==> src/rtl/alu_control_unit.sv <==
// alu_control_unit: sequencer for the arithmetic_unit datapath.
// Loads two operands over the shared in bus, then steps the datapath through
// add/sub (done after load), radix-2 Booth multiply or restoring divide.
//
// Operand handshake: o_in_ready is high only in LOAD_M and LOAD_Q; an operand
// is consumed on a cycle where i_in_valid && o_in_ready, and that same cycle
// asserts the matching load line (c[0] for M, c[1] for Q). With i_in_valid
// low the FSM waits in the load state with every control line at 0.
module alu_control_unit #(
    parameter int ITER = 8
) (
    input  logic       i_clk,
    input  logic       i_rst,
    input  logic       i_start,
    input  logic [1:0] i_op,
    input  logic       i_in_valid,
    output logic       o_in_ready,
    input  logic       i_cnt_done,
    input  logic       i_q0,
    input  logic       i_qm1,
    input  logic       i_a7,
    output logic [1:0] o_op_out,
    output logic [7:0] o_c,
    output logic       o_busy,
    output logic       o_done,
    output logic       o_res_valid,
    output logic [3:0] o_state
);

    // The iteration count lives in the datapath's 3-bit counter; this
    // sequencer only watches cnt_done, so any other value cannot work.
    if (ITER != 8) begin : g_iter_check
        $error("alu_control_unit: ITER must be 8 to match the datapath counter");
    end

    typedef enum logic [3:0] {
        ST_IDLE      = 4'd0,
        ST_LOAD_M    = 4'd1,
        ST_LOAD_Q    = 4'd2,
        ST_B_EVAL    = 4'd3,
        ST_B_ADD     = 4'd4,
        ST_B_SHIFT   = 4'd5,
        ST_D_SHIFT   = 4'd6,
        ST_D_SUB     = 4'd7,
        ST_D_TEST    = 4'd8,
        ST_D_RESTORE = 4'd9,
        ST_D_FINAL   = 4'd10,
        ST_DONE      = 4'd11
    } state_t;

    state_t     r_state;
    state_t     w_next;
    logic [1:0] r_op;
    logic       r_busy;
    logic       r_res_valid;
    logic       r_qbit;      // divide quotient bit awaiting its shift into Q
    logic       r_last;      // set on the divide's final D_SHIFT
    logic       r_bsub;      // Booth step kind chosen in B_EVAL: 1 = A-M
    logic [6:0] w_c;         // c[6:0]; c[7] is derived from the result flag

    // State register plus the small amount of sequencing state.
    always_ff @(posedge i_clk) begin
        if (i_rst) begin
            r_state     <= ST_IDLE;
            r_op        <= 2'b00;
            r_busy      <= 1'b0;
            r_res_valid <= 1'b0;
            r_qbit      <= 1'b0;
            r_last      <= 1'b0;
            r_bsub      <= 1'b0;
        end else begin
            r_state <= w_next;
            if (r_state == ST_IDLE && i_start) begin
                r_op        <= i_op;
                r_busy      <= 1'b1;
                r_res_valid <= 1'b0;
            end
            if (r_state == ST_DONE) begin
                r_busy <= 1'b0;
            end
            if (w_next == ST_DONE) begin
                r_res_valid <= 1'b1;
            end
            if (r_state == ST_B_EVAL) begin
                r_bsub <= i_q0 & ~i_qm1;
            end
            if (r_state == ST_D_SHIFT) begin
                r_last <= i_cnt_done;
            end
            if (r_state == ST_D_TEST) begin
                r_qbit <= ~i_a7;
            end
            if (r_state == ST_D_FINAL) begin
                r_qbit <= 1'b0;
            end
        end
    end

    // Next-state decode and per-state control lines.
    always_comb begin
        w_next     = r_state;
        w_c        = 7'b0;
        o_in_ready = 1'b0;
        o_done     = 1'b0;
        case (r_state)
            ST_IDLE: begin
                if (i_start) w_next = ST_LOAD_M;
            end
            ST_LOAD_M: begin
                o_in_ready = 1'b1;
                if (i_in_valid) begin
                    w_c[0] = 1'b1;
                    w_next = ST_LOAD_Q;
                end
            end
            ST_LOAD_Q: begin
                o_in_ready = 1'b1;
                if (i_in_valid) begin
                    w_c[1] = 1'b1;
                    if (!r_op[1])      w_next = ST_DONE;
                    else if (!r_op[0]) w_next = ST_B_EVAL;
                    else               w_next = ST_D_SHIFT;
                end
            end
            ST_B_EVAL: begin
                if (i_q0 ^ i_qm1) w_next = ST_B_ADD;
                else              w_next = ST_B_SHIFT;
            end
            ST_B_ADD: begin
                w_c[2] = 1'b1;
                w_c[3] = r_bsub;
                w_next = ST_B_SHIFT;
            end
            ST_B_SHIFT: begin
                w_c[4] = 1'b1;
                w_c[5] = 1'b1;
                w_c[6] = i_a7;
                w_next = i_cnt_done ? ST_DONE : ST_B_EVAL;
            end
            ST_D_SHIFT: begin
                w_c[4] = 1'b1;
                w_c[5] = 1'b1;
                w_c[6] = r_qbit;
                w_next = ST_D_SUB;
            end
            ST_D_SUB: begin
                w_c[2] = 1'b1;
                w_c[3] = 1'b1;
                w_next = ST_D_TEST;
            end
            ST_D_TEST: begin
                if (i_a7)        w_next = ST_D_RESTORE;
                else if (r_last) w_next = ST_D_FINAL;
                else             w_next = ST_D_SHIFT;
            end
            ST_D_RESTORE: begin
                w_c[2] = 1'b1;
                w_next = r_last ? ST_D_FINAL : ST_D_SHIFT;
            end
            ST_D_FINAL: begin
                // Last left shift brings the final quotient bit into Q[0].
                w_c[4] = 1'b1;
                w_c[6] = r_qbit;
                w_next = ST_DONE;
            end
            ST_DONE: begin
                o_done = 1'b1;
                w_next = ST_IDLE;
            end
            default: begin
                w_next = ST_IDLE;
            end
        endcase
    end

    // Mul/div results sit in the A:Q registers, so c[7] gates them onto z.
    assign o_c         = {r_res_valid & r_op[1], w_c};
    assign o_op_out    = r_op;
    assign o_busy      = r_busy;
    assign o_res_valid = r_res_valid;
    assign o_state     = r_state;

endmodule

==> config.mk <==
export PLATFORM = sky130hd
export DESIGN_NAME = alu_control_unit
export DESIGN_NICKNAME = d
export VERILOG_FILES = /design/src/rtl/alu_control_unit.sv
export SDC_FILE = /design/constraint.sdc
export NUM_CORES = 1
export LEC_CHECK = 0
export CAP_MARGIN = 20
export CORE_ASPECT_RATIO = 1.2
export CORE_MARGIN = 3
export CORE_UTILIZATION = 40
export CTS_CLUSTER_SIZE = 8
export DETAILED_ROUTE_END_ITERATION = 16
export PLACE_DENSITY = 0.83
export SYNTH_ARGS = -nofsm -noshare
export SYNTH_HDL_FRONTEND = slang
export SYNTH_SLANG_ARGS = --single-unit
==> constraint.sdc <==
create_clock -name i_clk -period 3.4 [get_ports i_clk]
set_input_delay 0.68 -clock i_clk [delete_from_list [all_inputs] [get_ports i_clk]]
set_output_delay 0.68 -clock i_clk [all_outputs]
set_load 0.02 [all_outputs]
## After elaboration in Yosys (flattened, before gate mapping)

Index checks and enable logic that the tools add are counted.

- Bits in registers: 11
- Input port bits: 10
- Output and inout bits: 18
- Word-level logic and storage cells: 56

- Equality and inequality tests: 12
- Multiplexer cells: 22
- Bitwise operators: 5
- Reductions and logical operators: 10

Operator list:

| kind | number |
|---|---|
| $pmux 4 s11 | 1 |
| $mux 4 | 7 |
| $eq 4x4->1 const B | 5 |
| $eq 4x3->1 const B | 4 |
| $mux 1 | 11 |
| $reduce_or 2->1 | 5 |
| $eq 4x2->1 const B | 2 |
| $reduce_or 3->1 | 2 |
| $eq 4x1->1 const B | 1 |
| $logic_not 4->1 | 1 |
| $pmux 1 s2 | 2 |
| $mux 3 | 1 |
| $and 1x1->1 | 2 |
| $not 1->1 | 2 |
| $reduce_bool 2->1 | 1 |
| $logic_and 1x1->1 | 1 |
| $xor 1x1->1 | 1 |

## Logic depth before layout (Yosys ltp)

Gate-level depths: netlist of the first run.

- Depth in word-level cells: 6
- Gate-level depth with buffers: 6
- Depth with buffers taken out: 6

## Least setup slack after synthesis of the first run

No wires, ideal clock.

- Kind: input port to output port
- Start: input port i_in_valid
- End: output port o_c[1]
- Arrival time: 1.378 ns
- Data required time: 2.720 ns
- Setup slack: 1.342 ns
- Stages on the path: 2
- Path buffers: 0
- Path through: or3b_4 > nor2_1

- Word-level cells in the longest chain between the ends: 2

RTL lines:

| element | line | text |
|---|---|---|
| from (decl) | 16 | `input logic i_in_valid,` |
| $mux 1 | 118 | `if (i_in_valid) begin` |
| $mux 1 | 105 | `case (r_state)` |
| to (decl) | 23 | `output logic [7:0] o_c,` |

Every way passes these cells.

## Final worst setup path of the first run

Same ends and word-level chain as after synthesis.

==> metrics list, run 1 <==
- Internal power comes to 250 uW.
- The clock arrives with 1.67 ps of skew.
* CTS hold repair buffers: 0
- HP Start: o_busy$_SDFFE_PP0P_
- Sinks on the clock net: 11
- Core occupancy in the finished layout: 59.9%
- The first global-routing pass estimated about 3300 microns of wire.
* Type of destination of the critical path: output pin
* Synthesized net count: roughly 110
* Vias in the first global route: 710
- The initial antenna violation count came to 0.
* DP Area: 968 sq um
- The number of setup buffers added after CTS is 0.
* Yosys top cell by area: sky130_fd_sc_hd__dfxtp_1
- Timing would allow up to 331 MHz.
- TritonCTS built the clock tree.
- The wire-length estimate of the detail-placed layout is ~1400 microns.
- Hold violation total from the final report: 0
* Worst setup path startpoint: i_in_valid
* Number of violations reported at the end of detailed-routing iteration 0: 14
- Dividing total power by cell area gives a power density of 393 nW/um^2.
- Sequential elements use ~31% of the synthesized area.
- In this run the static leakage power is about 0.37 nW.
- Summed over all nets, the switching power comes to 141 uW.
* Clock share of power: between 20% and 30%
- The flow ran to the end, and the final reports show no timing, DRC or antenna violations.
- The worst setup path is of the in2out kind.
- Fin crit period: a little over 3000 ps
* Number of nets at the end of the flow: 131
* Number of buffers between clock root and the deepest sink: 2
- Horizontal die dimension: around 45 microns
- Routed wire length per instance: between 10 and 15 microns
- # Max-Cap Violations: 0
* Final wirelength: 1940 microns
- Post-cts repair resize count: 0
* Largest net degree at the start of global routing: 17
* Area share of the leading cell type in the synthesized netlist: 30.7%
* Row count: 16
- Congestion Overflow GR: 0
- After synthesis, the mean cell area works out to roughly 7.4 sq um.
* CTS buffer count: 3
* Area of the core: about 1700 sq um
- Total design power: slightly below 400 uW
- The count of buffers added on input and output ports is 27.
* Arr. time, crit path: approximately 2300 ps
- RD Place Congestion: 0.865
- For the pin with the worst max-slew slack, the measured transition is about 510 ps.
- Initial core utilization: between 40% and 50%
- The number of antenna diodes in the final layout is 0.
* Most used cells in the layout excluding fill and tap cells: sky130_fd_sc_hd__clkdlybuf4s50_1 (27), sky130_fd_sc_hd__nor2_1 (20), sky130_fd_sc_hd__dfxtp_1 (11), sky130_fd_sc_hd__a21oi_1 (8), sky130_fd_sc_hd__nand2b_1 (7)
* Relative slew slack: approximately two thirds
* Proportion of power drawn by flip-flops and latches: 41.0%
- The worst setup path is launched from a primary input.
- Layout Area Growth over Synthesis: 38.5%
* Setup TNS Final: 0 ps
* Post-route antenna net violation count: 0
- Cells after synthesis: just under 100
* Total of flip-flops plus latches after synthesis: 11
* Class of the tightest hold or removal check: reg2reg
- DRC violation count after routing: 0
- RSZ-0062 raised after global routing: no
- Global routing used 19.4% of the available tracks across all layers.
- Max-slew violation total from the final report: 0
- Data on the critical path is required at its endpoint by 2720 ps.
* Yosys warning count: 0
- Logic pwr share: around 36%
- The tree is rooted in a sky130_fd_sc_hd__clkbuf_4.
* Yosys cell types: 30
- Dividing the final minimum period by the clock period gives between 80% and 90%.
- I/O pins: 28
- Along the worst path, the maximum fanout reaches 4.
* Final setup violation count: 0
* Fraction of final layout cells sized beyond drive strength 1: under 10%
* Detailed-routing iteration count for the pre-antenna-repair pass: 5
- Of the total power, the share spent switching nets is between 30% and 40%.
- Crit path setup slack, layout: ~380 ps
- The worst register-to-register path begins at o_state[1]$_SDFF_PP0_.
- Number of vias per cell: about 5.6
- H-tree lvl count: 1
- Total standard cell area after synthesis: 718 sq um
- OpenSTA, run right after detailed placement, puts the worst setup slack at about 380 ps.
* Clock slew at the register clock pins of the worst setup and hold paths: 70 ps
* Via count of the routed design: approximately 770
* Most common cell after layout, fill and taps aside: sky130_fd_sc_hd__clkdlybuf4s50_1
- The floorplan step defined a die boundary enclosing 2340 sq um.
- Design area: just under 1000 sq um
- The die is 52.4 microns tall.
- Clock latency of the later-clocked register in the worst-skew pair: approximately 270 ps
- Max IR drop VDD: 279 uV
- After synthesis, the cell types taking the most area are sky130_fd_sc_hd__dfxtp_1 (31%), sky130_fd_sc_hd__nor2_1 (10%), sky130_fd_sc_hd__nand2b_1 (6.1%).
worst paths after layout:
check        cells after the start  slack, ps                        to
max                              4        380                    o_c[1]
min                              2        480       o_busy$_SDFFE_PP0P_
min reg2reg                      2        480       o_busy$_SDFFE_PP0P_
max reg2reg                      4       1510  o_res_valid$_SDFFE_PP0P_
through the flow:
step,hold slack (ps),instances
after global routing,515,137
after floorplan,454,97
after detailed placement,464,133
after CTS,480,137
after global placement,452,133
final,480,137
cell type report:
type	instances	area, sq um
clock buffer	4	26.3
fill	162	667
inverter	3	11.3
multi-input combinational	74	444
sequential	11	220
tap	18	22.5
timing repair buffer	27	270
critical path: stages:
cell,delay [ps]
sky130_fd_sc_hd__clkdlybuf4s50_1,500
sky130_fd_sc_hd__or3b_4,400
sky130_fd_sc_hd__nor2_1,140
sky130_fd_sc_hd__clkdlybuf4s50_1,630
synthesized netlist by cell type, drive strengths merged:
| master | n |
|---|---|
| a211oi | 4 |
| a21oi | 8 |
| a22o | 1 |
| and2 | 3 |
| and3 | 1 |
| buf | 8 |
| clkbuf | 1 |
| dfxtp | 11 |
| ha | 1 |
| inv | 3 |
| mux2i | 3 |
| nand2 | 4 |
| nand2b | 7 |
| nand3 | 1 |
| nand3b | 1 |
| nor2 | 20 |
| nor3 | 4 |
| o21ai | 4 |
| o21bai | 2 |
| o22ai | 3 |
| o32ai | 1 |
| o41ai | 1 |
| or3 | 1 |
| or3b | 2 |
| or4 | 1 |
| xnor2 | 1 |
cell families (layout without fill, tap and decap cells):
kind of cell,count (synthesis),after routing,synth area share (%)
and+or+nand+nor,45,45,32.1
AOI/OAI and AO/OA,24,24,22.6
buffers and inverters,12,34,7.49
DFF,11,11,30.7
muxes,3,3,4.18
adders and majority gates,1,1,1.74
xor gates and xnor gates,1,1,1.22
registers in the layout (all words and copies together), names as in the netlist:
| register | count |
|---|---|
| o_busy | 1 |
| o_op_out | 2 |
| o_res_valid | 1 |
| o_state | 4 |
| r_bsub | 1 |
| r_last | 1 |
| r_qbit | 1 |
power groups by stage:
stage	Combinational, mW	Clock, mW	Sequential, mW
finish	0.139	0.0918	0.160
CTS	0.139	0.0941	0.160
global placement	0.136	0	0.162
floorplan	0.0868	0	0.161
global route	0.151	0.0987	0.163
detailed placement	0.138	0	0.162
layer usage:
metal / up-vias / track usage [%] / part of all wire, %
li1: 379 / - / -
met1: 343 / 25.3 / 44
met2: 38 / 28.2 / 47
met3: 6 / 5.50 / 6.4
met4: 0 / 10.6 / 2.6
met5: - / 0 / 0
(Power assumes the default switching activity.)
==> run 2, diff against run 1 <==
--- a/config.mk
+++ b/config.mk
@@ -6,12 +6,12 @@
 export NUM_CORES = 1
 export LEC_CHECK = 0
 export CAP_MARGIN = 20
-export CORE_ASPECT_RATIO = 1.2
 export CORE_MARGIN = 3
-export CORE_UTILIZATION = 40
+export CORE_UTILIZATION = 45
 export CTS_CLUSTER_SIZE = 8
 export DETAILED_ROUTE_END_ITERATION = 16
-export PLACE_DENSITY = 0.83
+export GPL_ROUTABILITY_DRIVEN = 0
+export PLACE_DENSITY = 0.91
 export SYNTH_ARGS = -nofsm -noshare
 export SYNTH_HDL_FRONTEND = slang
 export SYNTH_SLANG_ARGS = --single-unit
==> run 2 against run 1 <==
  * Critical path type unchanged
  * Die area shrank 9.8%
  * Core utilization grew 11 points
  * Worst setup slack lost 14 ps
==> metrics list, run 2 (synthesis gave the netlist of run 1 again) <==
- CTS hold repair buffers: 0
- The worst setup path is launched from a primary input.
- Final Instance Count excl. Fillers: between 100 and 150
- Proportion of power drawn by flip-flops and latches: between 40% and 50%
* Chip height: 46.0 microns
- For this configuration, the core starts out at a cell density of 51.3%.
* Number of input and output port buffers inserted: 27
- Total internal power: approximately 250 uW
* Final setup violation count: 0
* Crit path setup slack, layout: approximately 360 ps
- Number of vias per cell: 5.54
- The final layout contains routed wiring with a total length of roughly 1800 microns.
- The critical path starts at i_in_valid.
- Measured in cells, the most critical reg-to-reg path has a length of 4.
- The signal on the critical path passes through clkdlybuf4s50_1 > or3b_4 > nor2_1 > clkdlybuf4s50_1.
* Slowest Stage Delay on Critical Path: roughly 630 ps
- The first global-routing pass estimated between 2000 and 3000 microns of wire.
- Max-slew violation total from the final report: 0
- Congestion Overflow GR: 0
- Final HPWL DP: 1360 microns
- Antenna violations before repair: 0
- Clock slew at the register clock pins of the worst setup and hold paths: about 80 ps
- For this run, design rule violations remaining after detail routing come to 0.
- Reg2reg start: o_state[1]$_SDFF_PP0_
* Root buffer cell: sky130_fd_sc_hd__clkbuf_4
- Clock latency of the later-clocked register in the worst-skew pair: 280 ps
- Hold violation total from the final report: 0
- For the worst setup path, the data required time is 2720 ps.
- Setup repair after global routing left no endpoint under its margin.
* CTS tree: built
- Logic pwr share: roughly a third
* Pre-CTS setup slack: approximately 370 ps
* Fin crit period: around 3000 ps
- At the pin with the least slew margin, the transition time is approximately 480 ps.
* Setup bufs post-CTS: 0
* Setup TNS Final: 0 ps
- Result of the run: finished clean
* Antenna fix cells: 0
- In this run, placement finished with an instance count of 130.
- The floorplan step defined a die boundary enclosing between 2000 and 2500 sq um.
- Filler Cell Count: around 110
- The min-delay analysis places its worst path in the category reg2reg.
- Design area: approximately 990 sq um
* Detailed-routing iteration count for the pre-antenna-repair pass: 4
- The final route contains approximately 740 vias.
* Worst reg2reg path endpoint: o_res_valid$_SDFFE_PP0P_
- Global routing consumed, over all layers together, slightly below 20% of the routing resources.
- The via count of the first global-routing pass is about 680.
- After layout, the design draws a total of between 300 and 400 uW.
- Sinks on the clock net: 11
- In this run the number of H-tree levels came out at 1.
- Worst hold slack across all endpoints: 475 ps
* Number of nets at the end of the flow: between 100 and 150
- The worst hold path passes through 2 cells.
* Crit-path slowest cell: sky130_fd_sc_hd__clkdlybuf4s50_1
- The sequential cells in the finished layout cover a total of between 200 and 250 sq um.
* Peak fanout along the critical path: 4
- The detail route stage leaves a number of antenna-violating nets equal to 0.
- In this run, the clock network consumes 24.2% of the power.
- The worst register-to-register path has a setup slack of 1590 ps.
* Post-cts repair resize count: 0
* Flip-flop count of the largest register after layout: 4
* Power Density: about 400 nW/um^2
- For this run, the top clock speed supported by timing is 329 MHz.
* Horizontal die dimension: around 46 microns
- Fraction of final layout cells sized beyond drive strength 1: about 6.7%
- 28 I/O pins were placed.
- Largest net degree at the start of global routing: 17
- Number of buffers between clock root and the deepest sink: 2
- The top cell types in the final layout, fill and taps aside, are sky130_fd_sc_hd__clkdlybuf4s50_1 (27), sky130_fd_sc_hd__nor2_1 (20), sky130_fd_sc_hd__dfxtp_1 (11), sky130_fd_sc_hd__a21oi_1 (8), sky130_fd_sc_hd__nand2b_1 (7).
- Routed wire length per instance: 13.5 microns
- Leaving out fill and tap cells, the most frequent cell in the layout is sky130_fd_sc_hd__clkdlybuf4s50_1.
- Number of violations reported at the end of detailed-routing iteration 0: 24
- Layout Area Growth over Synthesis: 38.2%
- The multi-input combinational cells in the finished layout cover a total of around 440 sq um.
- The placed instances occupy a cell area of 965 sq um.
- Arr. time, crit path: around 2400 ps
* Row count: 13
- Core occupancy in the finished layout: a little under three quarters
- In this run the static leakage power is ~0.37 nW.
* # Max-Cap Violations: 0
* Final clock period utilization by the worst path: 89.3%
- In this run the standard cell core region covers 1400 sq um.
* Clk_skew: roughly 0.35 ps
* Net switching power figure: around 140 uW
* Crit path to: o_c[1]
* Relative slew slack: 68.0%
* Crit path top cell by count: sky130_fd_sc_hd__clkdlybuf4s50_1
- Max IR drop VDD: between 300 and 400 uV
* Critical path class: in2out
- In this run switching power makes up a little over a third of total power.
- Type of destination of the critical path: output pin
- In this run, CTS created clock tree buffers numbering 3.
run 2: worst min-delay path by stage:
stage | from | to | slack [ps]
floorplan | r_qbit$_SDFFE_PP0N_ | r_qbit$_SDFFE_PP0N_ | 450
global placement | o_busy$_SDFFE_PP0P_ | o_busy$_SDFFE_PP0P_ | 450
detailed placement | o_busy$_SDFFE_PP0P_ | o_busy$_SDFFE_PP0P_ | 470
CTS | o_busy$_SDFFE_PP0P_ | o_busy$_SDFFE_PP0P_ | 480
global route | o_busy$_SDFFE_PP0P_ | o_busy$_SDFFE_PP0P_ | 500
finish | o_busy$_SDFFE_PP0P_ | o_busy$_SDFFE_PP0P_ | 480
run 2: worst max-delay path: cells and delay by family:
| kind | cells | cell delay (ps) |
|---|---|---|
| and+or+nand+nor | 2 | 550 |
| buffers and inverters | 2 | 1120 |
run 2: cell type report:
type | instances | share of cell area (%)
sequential | 11 | 22.2
inverter | 3 | 1.13
clock buffer | 3 | 2.27
clock inverter | 1 | 0.504
timing repair buffer | 27 | 27.2
multi-input combinational | 74 | 44.8
tap | 15 | 1.89
run 2: power by group through the flow:
stage | clock network, mW | registers, mW | logic, mW
final | 0.0948 | 0.159 | 0.137
after global routing | 0.101 | 0.161 | 0.150
after CTS | 0.0956 | 0.159 | 0.138
after detailed placement | 0 | 0.161 | 0.137
after global placement | 0 | 0.161 | 0.135
after floorplan | 0 | 0.161 | 0.0868
run 2: layer usage:
metal  track usage (%)  part of all wire (%)
met5                 0                     0
met4              5.68                     0
met3              7.91                    11
met2              31.3                    47
met1              23.5                    42
